$ cat src/rtl/parsepacket_if.sv
// Bus between the lasernet receive deserializer side and the packet parser.
// The master drives packets and sequence control; the slave (parser) returns fields and the BRAM write.
interface parsepacket_if;
    logic         control;
    logic [31:0]  IRS;
    logic         init;
    logic         readyin;
    logic [223:0] packet;
    logic         busy;
    logic [31:0]  seq;
    logic [31:0]  ack;
    logic [8:0]   flags;
    logic [15:0]  window;
    logic [31:0]  index;
    logic [63:0]  datain;
    logic         we;
    logic [31:0]  expected;
    logic         valid;
    logic         inorder;
    logic         readyout;
    logic [15:0]  badcount;

    modport master (
        output control, IRS, init, readyin, packet,
        input  busy, seq, ack, flags, window, index, datain, we,
               expected, valid, inorder, readyout, badcount
    );

    modport slave (
        input  control, IRS, init, readyin, packet,
        output busy, seq, ack, flags, window, index, datain, we,
               expected, valid, inorder, readyout, badcount
    );
endinterface

$ cat src/rtl/parsepacket.sv
// Lasernet receive parser: latches a 224-bit packet, checks its ones-complement checksum,
// and writes in-order data words to the receive BRAM while tracking the next expected sequence.
module parsepacket (
    input  logic          clk,
    input  logic          reset,
    parsepacket_if.slave  bus
);
    typedef enum logic [1:0] {IDLE, CHECK, WRITE, DONE} state_t;

    state_t        state, state_nx;
    logic [223:0]  pkt;
    logic          valid_r, inorder_r;
    logic          we_q, readyout_q, valid_q, inorder_q;
    logic [31:0]   index_q, expected_q;
    logic [15:0]   badcount_q;

    logic [31:0]   sum;
    logic [16:0]   fold;
    logic [15:0]   csum;
    logic          good;
    logic          accept;

    wire [31:0] pkt_seq = pkt[191:160];

    // Octet 5 (words 4 and 5 counting from the LSB) carries the checksum and is left out of the sum.
    always_comb begin
        sum = '0;
        for (int i = 0; i < 14; i++) begin
            if (i != 4 && i != 5)
                sum = sum + {16'd0, pkt[i*16 +: 16]};
        end
        fold = {1'b0, sum[15:0]} + {1'b0, sum[31:16]};
        csum = ~(fold[15:0] + {15'd0, fold[16]});
        good = (csum == pkt[95:80]) && (pkt[79:64] == 16'd0) && (pkt[127:121] == 7'd0);
    end

    assign accept = valid_r && inorder_r && !bus.control;

    always_ff @(posedge clk) begin
        if (reset) state <= IDLE;
        else       state <= state_nx;
    end

    always_comb begin
        state_nx = IDLE;
        case (state)
            IDLE:    state_nx = bus.readyin ? CHECK : IDLE;
            CHECK:   state_nx = WRITE;
            WRITE:   state_nx = DONE;
            DONE:    state_nx = IDLE;
            default: state_nx = IDLE;
        endcase
    end

    always_ff @(posedge clk) begin
        if (reset) begin
            pkt        <= '0;
            valid_r    <= 1'b0;
            inorder_r  <= 1'b0;
            we_q       <= 1'b0;
            index_q    <= '0;
            readyout_q <= 1'b0;
            valid_q    <= 1'b0;
            inorder_q  <= 1'b0;
            expected_q <= bus.IRS + 32'd1;
            badcount_q <= '0;
        end else begin
            we_q       <= 1'b0;
            readyout_q <= 1'b0;
            case (state)
                IDLE: if (bus.readyin) pkt <= bus.packet;
                CHECK: begin
                    valid_r   <= good;
                    inorder_r <= (pkt_seq == expected_q);
                end
                WRITE: if (accept) begin
                    we_q    <= 1'b1;
                    index_q <= pkt_seq - bus.IRS - 32'd1;
                end
                DONE: begin
                    readyout_q <= 1'b1;
                    valid_q    <= valid_r;
                    inorder_q  <= inorder_r;
                    // we_q is high in DONE exactly when the packet was accepted in WRITE.
                    if (we_q) expected_q <= expected_q + 32'd1;
                    if (!valid_r && badcount_q != 16'hFFFF) badcount_q <= badcount_q + 16'd1;
                end
                default: ;
            endcase
            if (bus.init) expected_q <= bus.IRS + 32'd1;
        end
    end

    assign bus.busy     = (state != IDLE);
    assign bus.seq      = pkt_seq;
    assign bus.ack      = pkt[159:128];
    assign bus.flags    = pkt[120:112];
    assign bus.window   = pkt[111:96];
    assign bus.datain   = pkt[63:0];
    assign bus.index    = index_q;
    assign bus.we       = we_q;
    assign bus.expected = expected_q;
    assign bus.valid    = valid_q;
    assign bus.inorder  = inorder_q;
    assign bus.readyout = readyout_q;
    assign bus.badcount = badcount_q;
endmodule

$ cat src/flat_wrapper.sv
// flat-port wrapper written by rule: the top's interface ports become plain ports
module parsepacket_flat 
  (clk, reset, bus_control, bus_IRS, bus_init, bus_readyin, bus_packet, bus_busy, bus_seq, bus_ack, bus_flags, bus_window, bus_index, bus_datain, bus_we, bus_expected, bus_valid, bus_inorder, bus_readyout, bus_badcount);
  parsepacket_if bus_i ();
  input  logic clk;
  input  logic reset;
  input wire logic [$bits(bus_i.control)-1:0] bus_control;
  input wire logic [$bits(bus_i.IRS)-1:0] bus_IRS;
  input wire logic [$bits(bus_i.init)-1:0] bus_init;
  input wire logic [$bits(bus_i.readyin)-1:0] bus_readyin;
  input wire logic [$bits(bus_i.packet)-1:0] bus_packet;
  output wire logic [$bits(bus_i.busy)-1:0] bus_busy;
  output wire logic [$bits(bus_i.seq)-1:0] bus_seq;
  output wire logic [$bits(bus_i.ack)-1:0] bus_ack;
  output wire logic [$bits(bus_i.flags)-1:0] bus_flags;
  output wire logic [$bits(bus_i.window)-1:0] bus_window;
  output wire logic [$bits(bus_i.index)-1:0] bus_index;
  output wire logic [$bits(bus_i.datain)-1:0] bus_datain;
  output wire logic [$bits(bus_i.we)-1:0] bus_we;
  output wire logic [$bits(bus_i.expected)-1:0] bus_expected;
  output wire logic [$bits(bus_i.valid)-1:0] bus_valid;
  output wire logic [$bits(bus_i.inorder)-1:0] bus_inorder;
  output wire logic [$bits(bus_i.readyout)-1:0] bus_readyout;
  output wire logic [$bits(bus_i.badcount)-1:0] bus_badcount;
  assign bus_i.control = bus_control;
  assign bus_i.IRS = bus_IRS;
  assign bus_i.init = bus_init;
  assign bus_i.readyin = bus_readyin;
  assign bus_i.packet = bus_packet;
  assign bus_busy = bus_i.busy;
  assign bus_seq = bus_i.seq;
  assign bus_ack = bus_i.ack;
  assign bus_flags = bus_i.flags;
  assign bus_window = bus_i.window;
  assign bus_index = bus_i.index;
  assign bus_datain = bus_i.datain;
  assign bus_we = bus_i.we;
  assign bus_expected = bus_i.expected;
  assign bus_valid = bus_i.valid;
  assign bus_inorder = bus_i.inorder;
  assign bus_readyout = bus_i.readyout;
  assign bus_badcount = bus_i.badcount;
  parsepacket u_core (.clk(clk), .reset(reset), .bus(bus_i));
endmodule
$ cat config.mk
export PLATFORM = sky130hd
export DESIGN_NAME = parsepacket_flat
export DESIGN_NICKNAME = d
export VERILOG_FILES = /design/src/rtl/parsepacket_if.sv /design/src/rtl/parsepacket.sv /design/src/flat_wrapper.sv
export SDC_FILE = /design/constraint.sdc
export NUM_CORES = 1
export LEC_CHECK = 0
export ABC_AREA = 1
export BUFFER_PORTS_ARGS = -buffer_cell sky130_fd_sc_hd__buf_2
export CAP_MARGIN = 20
export CORE_MARGIN = 3
export CORE_UTILIZATION = 41
export CTS_BUF_LIST = sky130_fd_sc_hd__clkbuf_4
export CTS_CLUSTER_SIZE = 12
export DETAILED_ROUTE_END_ITERATION = 7
export PLACE_DENSITY = 0.72
export SLEW_MARGIN = 20
export SYNTH_ARGS = -nofsm -noshare
export SYNTH_HDL_FRONTEND = slang
export SYNTH_SLANG_ARGS = --single-unit
$ cat constraint.sdc
create_clock -name clk -period 11.3 [get_ports clk]
set_input_delay 2.26 -clock clk [delete_from_list [all_inputs] [get_ports clk]]
set_output_delay 2.26 -clock clk [all_outputs]
set_load 0.01 [all_outputs]
==> results.md <==
- Post-CTS setup buffers: 0
- Layout cells sized above 1: 21.4%
- Post-route DRC: 0
- CTS sink count: about 310
- Post-synth EDFFs: 32
- Slew margin rel.: 35.4%
- Area of the multi-input gates: 0.0122 sq mm
- First-pass GRT wire length: 114,000 um
- Post-DR vias/cell: 5.00
- Worst Path Required: 12,020 ps
- CP Launch Type: register
- Tightest Pin Transition: 968 ps
- Kind of critical path: register to register
- RSZ-0062 raised after global routing: false
- Post-Syn Nets: ~3,400
- Syn avg cell area: 7.47 sq um
- Ys async rst share: 0%
- I/O Pins: 499
- Final setup vio count: 0
- Min-delay worst type: register to register
- Worst-path maximum fanout: 5
- CTS root buffer: clkbuf_4
- CTS tree: yes
- # hold bufs at CTS: 0
- CTS buffer count: 88
- Initial Utilization: 41.5%
- Overall Global Routing Usage: a little over a quarter
- Gr ovfl total: 0
- Post-DR wirelength/cell: roughly 19 um
- 1st-pass router iterations: 6
- Area delta synth->final: 14.4%
- Final wirelength: 76,300 um
- Synth unique cells: 54
- Seq cells post-synth: 312
- Largest net degree at the start of global routing: 106
- Clock latency on the worst-skew pair: ~850 ps
- Vias in the first global route: 19,396
- Port-buffer cells: 498
- Htree depth: 3
- Crit path DAT: around 11,000 ps
- Ys flop type: dfxtp_1
- Placeable Area: 0.0528 sq mm
- Synth warnings: 0
- Worst Setup End Kind: register
- Netlist Area Pre-Place: roughly 0.022 sq mm
- Post-layout min period: about 10,000 ps
- Final setup TNS: 0 ps
- Seq/Total Area, Yosys: 30.0%
- Status: finished, final reports clean
- Final period util: 89.1%
- Die Y-Extent: between 200 and 250 um
- Max_cap viols: 0
- DRT iter0 DRCs: 1,449
- Die Width: 237 um
- Hpwl dp: around 61,000 um
- Max Fclk: 99.3 MHz
- CTS clock-pin slew for the worst setup and hold paths: 70 ps
- Final Max Slew Viols: 0
- Gpl congestion: 0.950
- Initial antenna violation count: 25
- Row count: 84
- Detail Route Antenna Nets: 0
- Final Hold Violating Endpoints: 0
- Post-cts resize count: 0
- CP max-delay cell: fa_1
- Via count: 20,300
- FILL cells: 5,418
- Mapped Cells: 2,932
- Slowest cell delay on critical path: 540 ps
- Most frequent CP cell: inv_1
- Max clock buf depth: 3
- Die footprint: around 0.056 sq mm
- Sequential cell area: 0.00657 sq mm
- Clock Skews: 78.0 ps
- # nets final: ~3,800
[cell usage in the layout, fill, tap and decap left out, types with 9 or more instances in the layout]
cell	n
buf_2	498
nor2_1	475
edfxtp_1	32
a21oi_1	168
o22ai_1	9
nor4_1	11
xnor2_1	29
dfxtp_1	280
nor2_2	12
nand3_2	10
diode_2	16
clkinv_1	12
clkbuf_4	141
nand2_2	16
inv_1	439
xor2_1	70
a31oi_1	13
nand4_1	25
nand3_1	84
o21ai_0	310
buf_4	11
nand2_1	362
ha_1	86
nor3_1	40
fa_1	145
[layer usage]
| metal | track usage, % | up-vias | share of wire (%) |
|---|---|---|---|
| met2 | 43.3 | 774 | 46 |
| met3 | 8.16 | 151 | 9.0 |
| met5 | 0 | - | 0.10 |
| li1 | - | 9914 | - |
| met1 | 33.6 | 9447 | 41 |
| met4 | 9.85 | 14 | 3.2 |
[sequential cells by signal, summed over array words and instances, names as in the netlist]
| register | cells |
|---|---|
| u_core.bus.badcount | 16 |
| u_core.bus.expected | 32 |
| u_core.bus.index | 32 |
| u_core.bus.inorder | 1 |
| u_core.bus.readyout | 1 |
| u_core.bus.valid | 1 |
| u_core.bus.we | 1 |
| u_core.inorder_r | 1 |
| u_core.pkt | 224 |
| u_core.state | 2 |
| u_core.valid_r | 1 |
[per-stage QoR]
stage | utilization, % | hold WS [ps] | instances | setup slack, ps | cell area, sq um
after floorplan | - | 429 | 2932 | 2300 | 21900
after global placement | 45.2 | 441 | 3883 | 1670 | 23900
after CTS | 47.4 | 456 | 4041 | 1320 | 25000
final | 47.5 | 454 | 4057 | 1230 | 25100
after global routing | 47.5 | 475 | 4053 | 322 | 25000
after detailed placement | 45.2 | 448 | 3883 | 1350 | 23900
[logic make-up (layout without fill, tap and decap cells)]
logic type                 count (synthesis)  in the layout  share of synthesized area [%]
AOI/OAI and AO/OA                        537            537                           12.9
buffers and inverters                    693           1114                           14.5
DFF                                      312            312                           30.0
other                                      0             16                              0
xor gates and xnor gates                  99             99                           3.96
muxes                                      1              1                         0.0457
adders and majority gates                231            231                           18.2
and+or+nand+nor                         1059           1059                           20.4
[synth_stat cells (70+ instances only)]
master	count	share of area, %
dfxtp_1	280	26
ha_1	86	4.9
o21ai_0	310	7.1
clkbuf_1	89	1.5
a21oi_1	168	3.8
xor2_1	70	2.8
nand2_1	363	6.2
fa_1	145	13
buf_4	153	5.2
inv_1	441	7.6
nor2_1	476	8.2
nand3_1	84	1.9
[layout make-up]
cell class / count / share of cell area (%)
clock buffers: 141 / 4.22
diodes: 16 / 0.160
clock inverters: 17 / 0.404
inverters: 447 / 6.73
flip-flops and latches: 312 / 26.2
repair buffers: 509 / 10.3
well taps: 688 / 3.44
multi-input cells: 1927 / 48.6
[worst paths after layout]
kind	start	to	slack, ps	depth (start not counted)
setup / recovery	u_core.pkt[4]	u_core.valid_r	1230	56
hold / removal	u_core.pkt[73]	u_core.pkt[73]	450	2
setup reg to reg	u_core.pkt[4]	u_core.valid_r	1230	56
hold reg to reg	u_core.pkt[73]	u_core.pkt[73]	450	2
[worst max-delay path: cells and delay by family (launching register included)]
family / cells / cell delay [ps]
xor gates and xnor gates: 2 / 320
AOI/OAI and AO/OA: 12 / 2200
DFF: 1 / 330
buffers and inverters: 7 / 450
adders and majority gates: 10 / 3980
and+or+nand+nor: 25 / 2700
Power is not shown: default switching activity piles up to over one toggle a cycle in this logic, so the estimate is an artifact.
